<file path="config.mk">
export PLATFORM = sky130hd
export DESIGN_NAME = logic_acc
export DESIGN_NICKNAME = d
export VERILOG_FILES = /design/src/rtl/logic_acc.sv
export SDC_FILE = /design/constraint.sdc
export NUM_CORES = 1
export LEC_CHECK = 0
export CAP_MARGIN = 0
export CELL_PAD_IN_SITES_DETAIL_PLACEMENT = 0
export CELL_PAD_IN_SITES_GLOBAL_PLACEMENT = 1
export CORE_MARGIN = 2
export CORE_UTILIZATION = 25
export DETAILED_ROUTE_END_ITERATION = 8
export GPL_TIMING_DRIVEN = 1
export PLACE_DENSITY_LB_ADDON = 0.1
export SLEW_MARGIN = 20
export SYNTH_ARGS = -nofsm -noshare
export SYNTH_HDL_FRONTEND = slang
export SYNTH_SLANG_ARGS = --single-unit
</file>
<file path="constraint.sdc">
create_clock -name clk -period 1.2 [get_ports clk]
set_input_delay 0.24 -clock clk [delete_from_list [all_inputs] [get_ports clk]]
set_output_delay 0.24 -clock clk [all_outputs]
set_load 0.005 [all_outputs]
</file>
<file path="src/rtl/logic_acc.sv">
// Bitwise logic accumulator: folds OR/AND/XOR/NOR beats into one registered result.
// Optional parity output out_par is enabled by defining LOGIC_ACC_PARITY_EN.
module logic_acc #(
    parameter int WIDTH = 8,
    parameter int CNTW  = 4
) (
    input  logic             clk,
    input  logic             rst_n,
    input  logic             in_valid,
    output logic             in_ready,
    input  logic [WIDTH-1:0] a,
    input  logic [WIDTH-1:0] b,
    input  logic [1:0]       op,
    input  logic             acc_first,
    input  logic             acc_last,
    output logic             out_valid,
    input  logic             out_ready,
    output logic [WIDTH-1:0] out_data,
    output logic [CNTW-1:0]  out_cnt
`ifdef LOGIC_ACC_PARITY_EN
    ,
    output logic             out_par
`endif
);

    typedef enum logic [1:0] {IDLE, ACCUM, OUT} state_e;
    typedef enum logic [1:0] {OP_OR, OP_AND, OP_XOR, OP_NOR} op_e;

    localparam logic [CNTW-1:0] CNT_ONE = CNTW'(1);
    localparam logic [CNTW-1:0] CNT_MAX = {CNTW{1'b1}};

    state_e            state_q, state_d;
    logic [WIDTH-1:0]  acc_q, acc_d;
    logic [CNTW-1:0]   cnt_q, cnt_d;
    logic [WIDTH-1:0]  out_data_q, out_data_d;
    logic [CNTW-1:0]   out_cnt_q, out_cnt_d;
    logic              in_fire;
    logic              restart;
    logic [WIDTH-1:0]  fold_data;
    logic [CNTW-1:0]   fold_cnt;

    function automatic logic [WIDTH-1:0] apply_op(input op_e f, input logic [WIDTH-1:0] x,
                                                  input logic [WIDTH-1:0] y);
        case (f)
            OP_OR:   apply_op = x | y;
            OP_AND:  apply_op = x & y;
            OP_XOR:  apply_op = x ^ y;
            default: apply_op = ~(x | y);
        endcase
    endfunction

    // A result leaving this cycle frees the output slot for a new beat immediately.
    assign in_ready  = (state_q != OUT) || out_ready;
    assign in_fire   = in_valid && in_ready;
    assign out_valid = (state_q == OUT);
    assign out_data  = out_data_q;
    assign out_cnt   = out_cnt_q;

    // Any beat outside ACCUM (IDLE, or OUT being drained) starts fresh from a op b.
    assign restart   = (state_q != ACCUM) || acc_first;
    assign fold_data = restart ? apply_op(op_e'(op), a, b) : apply_op(op_e'(op), acc_q, a);
    assign fold_cnt  = restart ? CNT_ONE : ((cnt_q == CNT_MAX) ? cnt_q : cnt_q + CNT_ONE);

    // NOTE: every signal gets a default before any branch, so no path leaves it unassigned (no latches).
    always_comb begin
        state_d    = state_q;
        acc_d      = acc_q;
        cnt_d      = cnt_q;
        out_data_d = out_data_q;
        out_cnt_d  = out_cnt_q;
        if (state_q == OUT && out_ready) begin
            state_d = IDLE;
        end
        if (in_fire) begin
            if (acc_last) begin
                out_data_d = fold_data;
                out_cnt_d  = fold_cnt;
                state_d    = OUT;
            end else begin
                acc_d   = fold_data;
                cnt_d   = fold_cnt;
                state_d = ACCUM;
            end
        end
    end

    // NOTE: state registers use non-blocking assignments so all flops update together on the edge.
    always_ff @(posedge clk or negedge rst_n) begin
        if (!rst_n) begin
            state_q    <= IDLE;
            acc_q      <= '0;
            cnt_q      <= '0;
            out_data_q <= '0;
            out_cnt_q  <= '0;
        end else begin
            state_q    <= state_d;
            acc_q      <= acc_d;
            cnt_q      <= cnt_d;
            out_data_q <= out_data_d;
            out_cnt_q  <= out_cnt_d;
        end
    end

`ifdef LOGIC_ACC_PARITY_EN
    logic out_par_q, out_par_d;

    assign out_par_d = ^out_data_d;
    assign out_par   = out_par_q;

    always_ff @(posedge clk or negedge rst_n) begin
        if (!rst_n) begin
            out_par_q <= 1'b0;
        end else begin
            out_par_q <= out_par_d;
        end
    end
`endif

endmodule
</file>
==> impl_metrics.toml <==
[status]
status = "finished, violations left"
violations = "negative setup slack"

[drt]
dr_total_vias = 1995
via_per_inst = 4.51
wl_per_cell_um = 13.0
drt_wl_total_um = 5730
drt_iter0_markers = 55
dr.pass1.iters = 4
route.detailed.drc = 0
ant_nets = 0

[die]
rows = 34
die_h_um = 97.9
io_pins = 38
initial_core_util = 0.255
die_area_sq_um = 9590
fp.coreArea_sq_um = 8640
die-width_um = 97.9

[worst_setup_path]
max_stage_delay_ns = 0.44
path_max_fanout = 4
crit_path_cell_trace = "buf_6 > or3b_4 > a211oi_2 > mux2_2"
crit_arrival_ns = 1.64
slowest_stage = "or3b_4"
cp.required_ns = 1.42
end_kind = "flip-flop"
start_kind = "flip-flop"
path_class = "flip-flop to flip-flop"

[clock_network]
cts-root-buf = "clkbuf_8"
clockBufferDepth = 2
cts_tree = "done"
clk_pin_slew_ns = 0.10
cts_hold_buf = 0
clk_latency_ns = 0.28
ctsHtreeMaxLevel = 1
cts_made_buffers = 3
clock_sinks = 26

[power]
p_leak_nw = 1.65
design_power_total_mw = 3.19
ir_drop_mv = 0.777
power.density_nw_per_um2 = 931

[sta]
finalMaxSlewViolations = 0
min_period_over_period = 1.19
final_hold_viol_count = 0
max-slew-margin-rel = 0.743
worst_clock_skew_ns = 0.00644
tightest_slew_ns = 0.382
rsz0062_at_grt = "yes"
worst_slack_ns = -0.222
period_needed_ns = 1.42
setup_viol = 26
max_clock_freq_mhz = 703

[yosys]
ys.warnings.count = 0
netlist_instances = 249
synth_fp_nets = 306
ys_seq_elements = 26
seq_area_frac_synth = 0.295
syn_avg_cell_area_sq_um = 8.86
synthDistinctLibCells = 34
syn-cell-area_sq_um = 2210

[hold_path]
hold_class = "primary input to asynchronous set/reset pin"

[global_routing]
grt_pass1_vias = 2136
grt_util_all_layers = 0.126
grt_max_degree = 31
grt_pass1_wl_um = 10000
antenna_found_initial = 0
gr-total-overflow = 0

[cells_and_area]
stdcell_area_sq_um = 3430
layout-drive-gt1-share = 0.362
fill_cells = 889
diodes = 0
nNetsFinal = 392
postLayoutCoreUtil = 0.397
area_growth_pct = 55.5

[flow_run]
cap_violations = 0

[placement]
routabilityCongestion = 0.718
place_hpwl_um = 3950
placed_area_sq_um = 3140
port_buffers = 37
power breakdown:
part           switching (mW)  leakage [nW]  internal, mW  total, mW
combinational           0.579          1.29         0.751       1.33
sequential             0.0960         0.328          1.02       1.11
clock                   0.303        0.0357         0.447      0.750
total                   0.978          1.65          2.21       3.19
sequential cells by signal, summed over array words and instances, names as in the netlist:
register  count
acc_q         8
cnt_q         4
out_cnt       4
out_data      8
state_q       2
metal layers:
layer | GRT usage | vias up | wire length [um] | share of wire
li1 | - | 1034 | - | -
met4 | 0.0128 | 0 | 22 | 0.0038
met1 | 0.164 | 929 | 2720 | 0.47
met5 | 0 | - | 0 | 0
met2 | 0.227 | 30 | 2780 | 0.49
met3 | 0.0186 | 2 | 203 | 0.035
timing repair:
action	in CTS	in global routing
pin swaps	27	5
setup buffers	11	1
setup endpoints to repair	39	33
gates resized for setup	75	17
cloned	2	0
worst max-delay path, delay by kind of cell, from the launching register on:
kind                   cells  cell delay (ns)
and+or+nand+nor            1             0.44
DFF                        1             0.43
buffers and inverters      1             0.13
muxes                      1             0.18
AOI/OAI and AO/OA          1             0.19
area by class of cell:
| cell class | count | area, sq um | area share |
|---|---|---|---|
| inverters | 25 | 93.8 | 0.0274 |
| clock buffers | 3 | 41.3 | 0.0120 |
| flip-flops and latches | 26 | 652 | 0.190 |
| clock inverters | 1 | 30.0 | 0.00876 |
| repair buffers | 90 | 838 | 0.244 |
| multi-input cells | 189 | 1640 | 0.478 |
| well taps | 108 | 135 | 0.0394 |
Yosys cell counts:
| master | instances | area share |
|---|---|---|
| a21oi_1 | 16 | 0.036 |
| nor2_2 | 1 | 0.0028 |
| nor3b_2 | 2 | 0.011 |
| a211o_1 | 1 | 0.0040 |
| ha_1 | 33 | 0.19 |
| or3b_1 | 1 | 0.0040 |
| a22o_1 | 1 | 0.0040 |
| xor2_1 | 1 | 0.0040 |
| nand3_1 | 2 | 0.0045 |
| dfrtp_1 | 26 | 0.29 |
| o221ai_1 | 14 | 0.056 |
| nor2b_1 | 29 | 0.082 |
| mux2_2 | 10 | 0.051 |
| o211ai_1 | 2 | 0.0068 |
| o31ai_1 | 1 | 0.0034 |
| nand2_1 | 30 | 0.051 |
| nand4_1 | 2 | 0.0057 |
| o21ai_0 | 4 | 0.0091 |
| o21ai_1 | 2 | 0.0045 |
| nand2b_1 | 2 | 0.0057 |
| mux2_1 | 6 | 0.031 |
| buf_2 | 2 | 0.0045 |
| or2_1 | 2 | 0.0057 |
| o22a_1 | 1 | 0.0040 |
| mux2i_1 | 4 | 0.018 |
| and3_1 | 1 | 0.0028 |
| buf_6 | 1 | 0.0051 |
| nor2_1 | 4 | 0.0068 |
| inv_1 | 25 | 0.043 |
| nor3_1 | 14 | 0.032 |
| buf_4 | 1 | 0.0034 |
| a211oi_1 | 1 | 0.0034 |
| a31oi_1 | 1 | 0.0028 |
| clkbuf_1 | 6 | 0.010 |
placed cells by master, fill, tap and decap left out, types with 6 or more instances in the layout:
cell	netlist	routed
nor3_1	14	14
dfrtp_1	26	25
ha_1	33	32
a21oi_2	0	14
mux2_2	10	10
dlygate4sd2_1	0	16
nand2_1	30	24
inv_1	25	20
buf_4	1	42
nor2b_1	29	29
buf_6	1	6
o221ai_1	14	13
clkdlybuf4s50_1	0	7
clkdlybuf4s15_1	0	11
metrics by stage:
step                      setup slack [ns]  TNS, ns  cells  hold slack [ns]
after global placement              -0.666   -15.00    426            0.500
after detailed placement            -0.678   -15.08    426            0.495
after floorplan                    -0.0725    -1.11    249          -0.0556
final                               -0.222    -4.67    442            0.306
after CTS                           -0.221    -4.89    442            0.302
after global routing                -0.286    -6.52    442            0.322
kinds of logic after synthesis:
kind of cell | synth area share
buf+inv | 0.0658
simple gates | 0.214
xor+xnor | 0.00397
compound gates | 0.134
mux | 0.0998
fa+ha+maj | 0.187
flops | 0.295
worst paths after layout:
check,cells past startpoint,end,slack (ns),from
setup / recovery,4,out_cnt[3],-0.22,state_q[0]
hold / removal,2,acc_q[0],0.31,rst_n
setup reg to reg,4,out_cnt[3],-0.22,state_q[0]
hold reg to reg,1,out_cnt[3],0.51,out_cnt[3]
max in group asynchronous,2,cnt_q[0],0.72,rst_n
min in group clk,1,out_cnt[3],0.51,out_cnt[3]
Note: power is estimated with default switching activity, not from simulation.
